===== src/rtl/cla_multiword_seq.sv =====
//------------------------------------------------------------------------------
// Module   : cla_multiword_seq (with leaf CLA_16bit)
// Brief    : Wide add/subtract by reusing one 16-bit CLA over WORDS words,
//            LSW first, with the inter-word carry held in a register.
// Revision : 1.0 - initial release
//------------------------------------------------------------------------------
`default_nettype none
`timescale 1ns/1ps

module CLA_16bit (
    output logic        c_out,
    output logic [15:0] Sum,
    input  logic [15:0] A,
    input  logic [15:0] B,
    input  logic        C_In
);
    logic [15:0] w_g;
    logic [15:0] w_p;
    logic [3:0]  w_gg;
    logic [3:0]  w_gp;
    logic [4:0]  w_gc;

    assign w_g = A & B;
    assign w_p = A ^ B;

    generate
        for (genvar k = 0; k < 4; k++) begin : g_grp
            logic [3:0] w_gl;
            logic [3:0] w_pl;
            logic [3:0] w_cl;
            assign w_gl = w_g[4*k +: 4];
            assign w_pl = w_p[4*k +: 4];
            assign w_cl[0] = w_gc[k];
            assign w_cl[1] = w_gl[0] | (w_pl[0] & w_gc[k]);
            assign w_cl[2] = w_gl[1] | (w_pl[1] & w_gl[0]) | (w_pl[1] & w_pl[0] & w_gc[k]);
            assign w_cl[3] = w_gl[2] | (w_pl[2] & w_gl[1]) | (w_pl[2] & w_pl[1] & w_gl[0])
                           | (w_pl[2] & w_pl[1] & w_pl[0] & w_gc[k]);
            assign Sum[4*k +: 4] = w_pl ^ w_cl;
            assign w_gg[k] = w_gl[3] | (w_pl[3] & w_gl[2]) | (w_pl[3] & w_pl[2] & w_gl[1])
                           | (w_pl[3] & w_pl[2] & w_pl[1] & w_gl[0]);
            assign w_gp[k] = &w_pl;
        end
    endgenerate

    // Second-level lookahead across the four 4-bit groups
    assign w_gc[0] = C_In;
    assign w_gc[1] = w_gg[0] | (w_gp[0] & C_In);
    assign w_gc[2] = w_gg[1] | (w_gp[1] & w_gg[0]) | (w_gp[1] & w_gp[0] & C_In);
    assign w_gc[3] = w_gg[2] | (w_gp[2] & w_gg[1]) | (w_gp[2] & w_gp[1] & w_gg[0])
                   | (w_gp[2] & w_gp[1] & w_gp[0] & C_In);
    assign w_gc[4] = w_gg[3] | (w_gp[3] & w_gg[2]) | (w_gp[3] & w_gp[2] & w_gg[1])
                   | (w_gp[3] & w_gp[2] & w_gp[1] & w_gg[0])
                   | (w_gp[3] & w_gp[2] & w_gp[1] & w_gp[0] & C_In);
    assign c_out = w_gc[4];
endmodule

module cla_multiword_seq #(
    parameter int WORDS = 4
) (
    input  logic                  clk,
    input  logic                  rst_n,
    input  logic                  start,
    input  logic                  op_sub,
    input  logic [16*WORDS-1:0]   a,
    input  logic [16*WORDS-1:0]   b,
    input  logic                  c_in,
    output logic                  busy,
    output logic                  done,
    output logic [16*WORDS-1:0]   sum,
    output logic                  c_out,
    output logic                  ovf
);
    localparam int                c_W    = 16 * WORDS;
    localparam int                c_IW   = $clog2(WORDS);
    localparam logic [c_IW-1:0]   c_LAST = c_IW'(WORDS - 1);
    localparam logic [1:0]        c_IDLE = 2'd0;
    localparam logic [1:0]        c_RUN  = 2'd1;
    localparam logic [1:0]        c_DONE = 2'd2;

    logic [1:0]       r_state;
    logic [1:0]       w_next_state;
    logic [c_W-1:0]   r_a;
    logic [c_W-1:0]   r_b;
    logic [c_W-1:0]   r_sum;
    logic             r_carry;
    logic [c_IW-1:0]  r_idx;
    logic             r_cout;
    logic             r_ovf;
    logic [15:0]      w_cla_sum;
    logic             w_cla_cout;
    logic             w_accept;
    logic             w_last;

    CLA_16bit u_cla (
        .c_out (w_cla_cout),
        .Sum   (w_cla_sum),
        .A     (r_a[{r_idx, 4'b0000} +: 16]),
        .B     (r_b[{r_idx, 4'b0000} +: 16]),
        .C_In  (r_carry)
    );

    assign w_accept = (r_state == c_IDLE) && start;
    assign w_last   = (r_state == c_RUN) && (r_idx == c_LAST);

    always_ff @(posedge clk or negedge rst_n) begin
        if (!rst_n) r_state <= c_IDLE;
        else        r_state <= w_next_state;
    end

    always_comb begin
        w_next_state = r_state;
        case (r_state)
            c_IDLE:  if (start) w_next_state = c_RUN;
            c_RUN:   if (r_idx == c_LAST) w_next_state = c_DONE;
            c_DONE:  w_next_state = c_IDLE;
            default: w_next_state = c_IDLE;
        endcase
    end

    // Subtract is A + ~B + 1, so the inversion and the +1 are folded in at accept
    always_ff @(posedge clk or negedge rst_n) begin
        if (!rst_n) begin
            r_a     <= '0;
            r_b     <= '0;
            r_sum   <= '0;
            r_carry <= 1'b0;
            r_idx   <= '0;
            r_cout  <= 1'b0;
            r_ovf   <= 1'b0;
        end else if (w_accept) begin
            r_a     <= a;
            r_b     <= op_sub ? ~b : b;
            r_carry <= op_sub ? 1'b1 : c_in;
            r_idx   <= '0;
        end else if (r_state == c_RUN) begin
            r_sum[{r_idx, 4'b0000} +: 16] <= w_cla_sum;
            r_carry <= w_cla_cout;
            r_idx   <= r_idx + 1'b1;
            if (w_last) begin
                r_cout <= w_cla_cout;
                r_ovf  <= (r_a[c_W-1] == r_b[c_W-1]) && (w_cla_sum[15] != r_a[c_W-1]);
            end
        end
    end

    assign busy  = (r_state != c_IDLE);
    assign done  = (r_state == c_DONE);
    assign sum   = r_sum;
    assign c_out = r_cout;
    assign ovf   = r_ovf;
endmodule

`default_nettype wire


===== config.mk =====
export PLATFORM = sky130hd
export DESIGN_NAME = cla_multiword_seq
export DESIGN_NICKNAME = d
export VERILOG_FILES = /design/src/rtl/cla_multiword_seq.sv
export SDC_FILE = /design/constraint.sdc
export NUM_CORES = 1
export LEC_CHECK = 0
export BUFFER_PORTS_ARGS = -buffer_cell sky130_fd_sc_hd__buf_2
export CORE_ASPECT_RATIO = 0.9
export CORE_MARGIN = 2
export CORE_UTILIZATION = 45
export CTS_BUF_LIST = sky130_fd_sc_hd__clkbuf_4 sky130_fd_sc_hd__clkbuf_8
export CTS_CLUSTER_SIZE = 20
export DETAILED_ROUTE_END_ITERATION = 12
export GPL_TIMING_DRIVEN = 0
export HOLD_SLACK_MARGIN = 0.12
export MAX_ROUTING_LAYER = met4
export PLACE_DENSITY = 0.81
export SYNTH_ARGS = -nofsm -noshare
export SYNTH_HDL_FRONTEND = slang
export SYNTH_SLANG_ARGS = --single-unit
export TNS_END_PERCENT = 20

===== constraint.sdc =====
create_clock -name clk -period 3.7 [get_ports clk]
set_input_delay 0.555 -clock clk [delete_from_list [all_inputs] [get_ports clk]]
set_output_delay 0.555 -clock clk [all_outputs]
set_load 0.01 [all_outputs]

==> metrics, run 1 <==
status=completed; Pwr Total=11.93 mW; Layout Utilization=0.5496; Distinct cells, synth=42; CP Max Fanout=10; Sink Count=199; #FFs+latches synth=around 200; Met1 Wirelength=11780 um; via count=7779; ant diodes=0; clk slew on worst S/H paths=between 0.1 and 0.15 ns; worst path cell trace=buf_12 > buf_12 > mux4_2 > ha_1 > nand4_1 > nor2_1 > a31oi_2 > nand3_1 > a21oi_1 > o21bai_1 > fa_2 > xnor2_4 > o21ai_0; Post-Route WL=26970 um; deepest clock path buffer count=2; Clk Latency, worst-skew pair=0.48 ns; Core Area=20640 um2; die area=22110 um2; Fin. Hold Viols=0; DRT iter0 DRCs=slightly above 600; area of the multi-input gates=between 4000 and 5000 um2; setup_tns=0 ns; pin count of the biggest net entering global routing=108; Routed Antenna Nets=0; max_slew headroom=0.4156; Setup WS post-layout=0.1113 ns; slowest stage delay, CP=about 0.55 ns; final critical-path required period=3.589 ns; port bufs=199; register area=about 5000 um2; root buffer selected by CTS=clkbuf_8; Cell Pwr Density=~1100 nW/um2; Avg Inst Size Synth=between 10 and 15 um2; Max IR drop VDD=between 0.5 and 0.6 mV; HP Class=in -> reg; number of global-route vias before repair=7552; net count reported at finish=between 1000 and 1500; Mapped Nets=1082; Worst Setup End Kind=register; Setup WS pre-CTS=-1.120 ns; chip height=141.3 um; Final setup viols=0; Synth Cell Area=9422 um2; sequential element share of the synthesized area=0.5286; critical path class=reg -> reg; post-route DRC violation count=0; Slew Viols, Final=0; Worst Setup Start Kind=register; initial antenna violation count=0; Critical Path AT=3.93 ns; GPL Wtd Cong=between 0.8 and 0.9; total CTS buffers=17; clock skew=about 0.018 ns; CP required=4.04 ns; Final period util=0.9699; GRT overflow=0; Worst Tran Pin Value=a little under 0.9 ns; crit path max-delay cell type=mux4_2; drt via density=5.482; Fillers=1869; top-level I/O count=201; row count=50; maxcap violations=0; Highest Signal Layer=met4; Layout area overhead=20.44%; die width=156.5 um; first-pass GRT wire length=41640 um; hold_ws=roughly 0.25 ns; routed wl met2=12890 um; share of layout cells above drive strength 1=0.2571; H-tree depth=4; Total Routing Usage GR=0.2578; WL/cell=between 15 and 20 um; hpwl dp=20240 um; Max Clk Rate=0.2787 GHz; Leak=5.589 nW; Syn Inst Count=923; Synthesis Warnings=0; initial core utilization=0.4564; DRT Pass-1 Iters=5; met3 routed WL=1797 um; CP most frequent cell=buf_12; CTS tree=yes
-- worst max-delay path: cells and delay by family (launching register included) --
| kind | cells | cell delay, ns |
|---|---|---|
| DFF | 1 | 0.41 |
| AOI/OAI and AO/OA | 4 | 0.63 |
| and+or+nand+nor | 3 | 0.38 |
| buffers and inverters | 2 | 0.33 |
| adders and majority gates | 2 | 0.83 |
| muxes | 1 | 0.55 |
| xor gates and xnor gates | 1 | 0.29 |
-- per-layer routing --
metal / GRT usage / up-vias
met3: 0.04490 / 29
met5: - / -
li1: - / 3569
met4: 0.05891 / 0
met1: 0.3515 / 3844
met2: 0.4085 / 337
-- stage by stage --
step / cell area (um2) / cells
final: 11350 / 1419
after global routing: 11350 / 1419
after CTS: 11260 / 1417
after detailed placement: 10780 / 1383
after global placement: 10750 / 1382
after floorplan: 9424 / 923
-- registers in the layout, indices dropped and copies added (netlist names) --
register,flops
c_out,1
ovf,1
r_a,64
r_b,64
r_carry,1
r_idx,2
r_state,2
sum,64
-- cell families (layout without fill, tap and decap cells) --
group,after synthesis,after routing,share of synthesized area
AOI/OAI and AO/OA,172,172,0.1116
xor gates and xnor gates,71,71,0.06600
adders and majority gates,26,26,0.03772
buffers and inverters,61,297,0.02523
DFF,199,199,0.5286
muxes,32,32,0.07649
and+or+nand+nor,362,362,0.1544
-- where the power goes --
part / switching, mW / leakage (nW) / total, mW / internal (mW)
registers: 0.597 / 2.55 / 3.75 / 3.15
clock network: 0.778 / 0.201 / 1.40 / 0.622
logic: 4.13 / 2.84 / 6.78 / 2.65
-- final timing paths --
path,start,endpoint,slack (ns),cells past startpoint
max,r_idx[0]$_DFFE_PN0P_,sum[61]$_DFFE_PN0P_,0.11,13
min,a[56],r_a[56]$_DFFE_PN0P_,0.25,3
max reg2reg,r_idx[0]$_DFFE_PN0P_,sum[61]$_DFFE_PN0P_,0.11,13
min reg2reg,r_a[12]$_DFFE_PN0P_,r_a[12]$_DFFE_PN0P_,0.48,2
max in group asynchronous,rst_n,r_idx[1]$_DFFE_PN0P_,2.06,3
min in group asynchronous,rst_n,sum[34]$_DFFE_PN0P_,0.67,2
-- cell type report --
| cell class | count | share of cell area |
|---|---|---|
| inverter | 9 | 0.002977 |
| clock buffer | 20 | 0.02260 |
| multi-input combinational | 663 | 0.3780 |
| timing repair buffer | 206 | 0.09505 |
| buffer | 50 | 0.02283 |
| clock inverter | 12 | 0.01092 |
| sequential | 199 | 0.4390 |
| tap | 260 | 0.02867 |
-- layout by cell type, fill, tap and decap left out, drive strengths merged, types with 2 or more instances in the layout --
cell    count
o21a        4
or4         2
a22o       32
fa          4
xnor2      68
clkinv      6
and2        2
ha         22
nand2     304
inv        12
nor2       17
nor3        5
clkbuf     60
o21ai      97
nand4       5
o21bai      2
nor2b       4
a211oi      2
nand2b      5
bufinv      2
buf       215
mux4       32
a31oi       3
or3         4
o31ai       6
xor2        3
nand3       9
a21oi      20
dfrtp     199
-- timing repair --
action                     in CTS  in global routing
gates resized for setup        23                 17
pin swaps                       3                  2
hold buffers                    1                  0
hold endpoints to repair       70                  0
setup buffers                   3                  1
setup endpoints to repair      47                 18
-- synthesized netlist by cell type, drive strengths merged --
| library cell | count | area, um2 |
|---|---|---|
| xor2 | 3 | 26.28 |
| or3 | 4 | 25.02 |
| or4 | 2 | 18.77 |
| a22o | 32 | 280.3 |
| nor3b | 1 | 7.510 |
| a31oi | 3 | 18.77 |
| a311o | 1 | 10.01 |
| nand2b | 5 | 31.28 |
| inv | 9 | 33.78 |
| o2111ai | 1 | 8.760 |
| clkbuf | 42 | 157.7 |
| nor2 | 17 | 63.81 |
| fa | 4 | 80.08 |
| nand2 | 304 | 1141 |
| buf | 10 | 46.29 |
| o31ai | 6 | 45.04 |
| a221oi | 1 | 8.760 |
| o21bai | 2 | 15.01 |
| and2 | 2 | 12.51 |
| a21o | 1 | 8.760 |
| nor4 | 1 | 6.260 |
| o211ai | 1 | 7.510 |
| mux4 | 32 | 720.7 |
| o21ai | 97 | 485.5 |
| nor3 | 5 | 25.02 |
| ha | 22 | 275.3 |
| nand3b | 1 | 7.510 |
| nand3 | 9 | 45.04 |
| a211oi | 2 | 20.02 |
| a31o | 1 | 8.760 |
| a21oi | 20 | 103.9 |
| nand4 | 5 | 31.28 |
| nor2b | 4 | 25.02 |
| o21a | 4 | 30.03 |
| dfrtp | 199 | 4980 |
| nand4b | 1 | 8.760 |
| xnor2 | 68 | 595.6 |
| and3 | 1 | 6.260 |
(Power assumes the default switching activity.)
==> run 2: changes to the inputs <==
Settings changed: CORE_UTILIZATION 45 to 51, PLACE_DENSITY 0.81 to 0.88.
==> metrics, run 2 (synthesis results as in run 1) <==
Layout Utilization=0.6237; Cell Pwr Density=1054 nW/um2; DRT iter0 DRCs=600; Worst Tran Pin Value=1.238 ns; share of layout cells above drive strength 1=0.2586; CP Max Fanout=10; commonest non-fill, non-tap cell in the layout=nand2_1; Post-Route WL=around 27000 um; deepest clock path buffer count=2; clk slew on worst S/H paths=0.10 ns; CP required=4.06 ns; hpwl dp=19580 um; Routed Antenna Nets=0; Highest Signal Layer=met4; die width=147.3 um; Total Routing Usage GR=0.2886; NetSw=5.469 mW; post-route DRC violation count=0; max_slew headroom=0.1668; Final period util=0.9696; net count reported at finish=~1300; first-pass GRT wire length=41790 um; root buffer selected by CTS=clkbuf_8; Layout area overhead=20.69%; Max IR drop VDD=~0.8 mV; Final Instance Area=11370 um2; Fin. Hold Viols=0; Clock Power Share=0.122; pin count of the biggest net entering global routing=113; RSZ-0062 raised after global routing=yes; total CTS buffers=17; status=completed; initial antenna violation count=0; maxcap violations=0; GPL Wtd Cong=approximately 0.9; Worst Setup Start Kind=register; CTS tree=yes; dpl cell area=around 11000 um2; Seq pwr share=0.314; row count=47; Final setup viols=0; initial core utilization=0.5168; critical path class=reg -> reg; final critical-path required period=about 3.6 ns; routed wl met2=12280 um; Sink Count=199; sw frac=0.4564; commonest non-fill, non-tap cells in the layout=304 x nand2_1, 202 x buf_2, 198 x dfrtp_1; Critical Path AT=3.94 ns; clock skew=between 0.015 and 0.02 ns; drt via density=5.652; DRT Pass-1 Iters=5; GRT overflow=0; Max Clk Rate=0.2787 GHz; H-tree depth=4; Core Area=18230 um2; Combinational Power Share=0.564; Worst Setup End Kind=register; die area=19580 um2; port bufs=199; Leak=about 5.6 nW; Pint=approximately 6.5 mW; top-level I/O count=201; HP Class=in -> reg; Met1 Wirelength=11150 um; Clk Latency, worst-skew pair=around 0.47 ns; met3 routed WL=2135 um; chip height=between 100 and 150 um; number of global-route vias before repair=7775; via count=7947; WL/cell=around 19 um; Slew Viols, Final=0
## run 2: cell types whose count changed in the layout (fill, tap and decap cells not counted), sizes merged
| cell | previous run | this run |
|---|---|---|
| buf | 215 | 216 |
| diode | 0 | 1 |
| inv | 12 | 11 |
| bufinv | 2 | 3 |
| clkinvlp | 1 | 0 |
| clkinv | 6 | 7 |
## run 2: area by class of cell
class                           instances  area (um2)
Sequential cell                       199        4981
Clock buffer                           20       269.0
Timing Repair Buffer                  207        1089
Multi-Input combinational cell        663        4292
Buffer                                 50       251.5
Antenna cell                            1       2.502
Tap cell                              245       306.5
Inverter                                9       33.78
Clock inverter                         12       146.4
Fill cell                            1483        6859
## run 2: worst paths after layout
check                                  endpoint  slack [ns]                  from  depth (start not counted)
max                         sum[44]$_DFFE_PN0P_        0.11  r_idx[0]$_DFFE_PN0P_                         12
min                         r_a[10]$_DFFE_PN0P_        0.27                 a[10]                          3
max reg2reg                 sum[44]$_DFFE_PN0P_        0.11  r_idx[0]$_DFFE_PN0P_                         12
min reg2reg                 r_a[23]$_DFFE_PN0P_        0.48   r_a[23]$_DFFE_PN0P_                          2
max in group asynchronous  r_idx[1]$_DFFE_PN0P_        2.05                 rst_n                          3
min in group asynchronous    sum[2]$_DFFE_PN0P_        0.66                 rst_n                          2
## run 2: metal layers
| metal | GRT usage | vias to the layer above |
|---|---|---|
| li1 | - | 3584 |
| met1 | 0.3941 | 3870 |
| met2 | 0.4320 | 426 |
| met3 | 0.05931 | 67 |
| met4 | 0.1074 | 0 |
| met5 | - | - |
## run 2: critical path, stage by stage, from the launching register on
cell and delay [ns]:
dfrtp_1 0.42, buf_12 0.18, buf_8 0.18, mux4_2 0.54, ha_2 0.40, nand2_1 0.09, o21ai_0 0.24, nand3_1 0.18
nand3_1 0.16, a21oi_1 0.08, o21bai_1 0.23, fa_2 0.55, a22o_1 0.23
## run 2: through the flow
step	instances	total power, mW	worst slack, ns	setup TNS, ns	hold slack (ns)
2_1_floorplan	923	7.679	0.01830	0	0.2594
3_3_place_gp	1367	9.636	-1.025	-218.48	0.4522
3_5_place_dp	1368	9.901	-1.011	-20.43	0.4599
4_1_cts	1400	11.57	0.006047	0	0.2531
5_1_grt	1405	12.78	-0.06470	-0.2758	0.2517
6_report	1406	11.98	0.1125	0	0.2668
## run 2: power by group through the flow
stage	registers (mW)	clock network [mW]	logic, mW
floorplan	3.71	0	3.97
finish	3.76	1.46	6.76
detailed placement	3.76	0	6.14
CTS	3.73	1.47	6.36
global placement	3.70	0	5.94
global route	3.86	1.58	7.35
## run 2: repair_timing
| action | in CTS | in global routing |
|---|---|---|
| endpoints found under the hold margin | 79 | 0 |
| setup buffers | 1 | 5 |
| hold buffers | 1 | 0 |
| pin swaps | 1 | 4 |
| endpoints found under the setup margin | 47 | 20 |
| gates resized for setup | 23 | 14 |
==> run 3: changes to the inputs <==
Settings changed: CORE_MARGIN 2 to default.
==> metrics, run 3 (synthesis results as in run 1) <==
chip height=130.9 um; Post-Route WL=26330 um; WL/cell=18.86 um; Layout area overhead=20.32%; hpwl dp=19590 um; GRT overflow=0; initial antenna violation count=0; Max IR drop VDD=0.6895 mV; GPL Wtd Cong=0.8921; total CTS buffers=17; Max Clk Rate=between 0.2 and 0.3 GHz; Fin. Hold Viols=0; Clk Latency, worst-skew pair=between 0.4 and 0.5 ns; Final period util=0.9557; Placed Cells incl. Taps=~1400; net count reported at finish=1302; Leak=5.583 nW; HP Class=in -> reg; die area=between 15000 and 20000 um2; initial core utilization=0.5281; drt via density=5.663; final critical-path required period=between 3 and 4 ns; maxcap violations=0; via count=7905; top-level I/O count=201; CP required=4.05 ns; commonest non-fill, non-tap cells in the layout=304 x nand2_1, 202 x buf_2, 198 x dfrtp_1; Worst Setup Start Kind=register; Routed Antenna Nets=0; Slew Viols, Final=0; port bufs=199; Worst Tran Pin Value=1.226 ns; Total Routing Usage GR=0.2994; commonest non-fill, non-tap cell in the layout=nand2_1; Fillers=1440; clk slew on worst S/H paths=around 0.10 ns; deepest clock path buffer count=2; CTS tree=yes; Cell Pwr Density=1047 nW/um2; status=completed; post-route DRC violation count=0; share of layout cells above drive strength 1=0.2543; DRT Pass-1 Iters=5; Core Area=17840 um2; r2r setup slk=roughly 0.16 ns; clock skew=0.01395 ns; first-pass GRT wire length=between 40000 and 50000 um; Pwr Total=11.87 mW; max_slew headroom=0.1753; number of global-route vias before repair=~7600; pin count of the biggest net entering global routing=around 120; Critical Path AT=3.88 ns; Layout Utilization=0.6353; critical path class=reg -> reg; CP Max Fanout=10; ant diodes=0; die width=145.3 um; Worst Setup End Kind=register; H-tree depth=4; fin cells=1396; root buffer selected by CTS=clkbuf_8; row count=between 40 and 50; DRT iter0 DRCs=roughly 680; Sink Count=199; Final setup viols=0
## run 3: timing repair
action / 4_1_cts / 5_1_grt
hold endpoints to repair: 82 / 0
pin swaps: 1 / 2
endpoints found under the setup margin: 47 / 20
cloned: 0 / 0
hold buffers: 1 / 0
gates resized for setup: 25 / 13
setup buffers: 1 / 1
## run 3: path summary, 6_finish.rpt
check	startpoint	to	depth (start not counted)
max	r_idx[0]$_DFFE_PN0P_	sum[45]$_DFFE_PN0P_	13
min	a[10]	r_a[10]$_DFFE_PN0P_	3
max reg2reg	r_idx[0]$_DFFE_PN0P_	sum[45]$_DFFE_PN0P_	13
min reg2reg	sum[62]$_DFFE_PN0P_	sum[62]$_DFFE_PN0P_	2
max in group asynchronous	rst_n	r_idx[1]$_DFFE_PN0P_	3
min in group asynchronous	rst_n	sum[4]$_DFFE_PN0P_	2
## run 3: area by class of cell
class	count	area, um2	area share
multi-input combinational	663	4277	0.3773
clock inverter	9	113.9	0.01004
timing repair buffer	203	1059	0.09338
clock buffer	23	310.3	0.02737
sequential	199	4981	0.4394
buffer	50	261.5	0.02307
inverter	9	33.78	0.002980
tap	240	300.3	0.02649
## run 3: metal layers
layer / vias up / global-route usage / part of all wire
li1: 3575 / - / -
met1: 3838 / 0.3857 / 0.42
met2: 426 / 0.4658 / 0.47
met3: 66 / 0.05625 / 0.075
met4: 0 / 0.1399 / 0.040
met5: - / - / 0
## run 3: critical path: stages, from the launching register on
cell and delay, ns:
dfrtp_1 0.40, buf_12 0.17, buf_12 0.16, mux4_2 0.55, ha_1 0.36, nand2_1 0.15, nor2_1 0.09, a31oi_2 0.24
nand3_1 0.15, a21oi_1 0.18, o21bai_1 0.11, fa_2 0.44, xnor2_4 0.26, o21ai_0 0.13
## run 3: power by group
part           switching (mW)  internal, mW  total [mW]
Clock                   0.768         0.702        1.47
Sequential              0.605          3.15        3.76
Combinational            4.06          2.58        6.64
Total                    5.43          6.43        11.9
## run 3: through the flow
stage	hold WS (ns)	setup WS, ns	TNS (ns)	area, um2
after floorplan	0.2594	0.01830	0	9424
after global placement	0.4530	-1.058	-223.51	10720
after detailed placement	0.4585	-0.9691	-17.71	10760
after CTS	0.2432	0.05871	0	11270
after global routing	0.2456	-0.002623	-0.002623	11340
final	0.2540	0.1637	0	11340
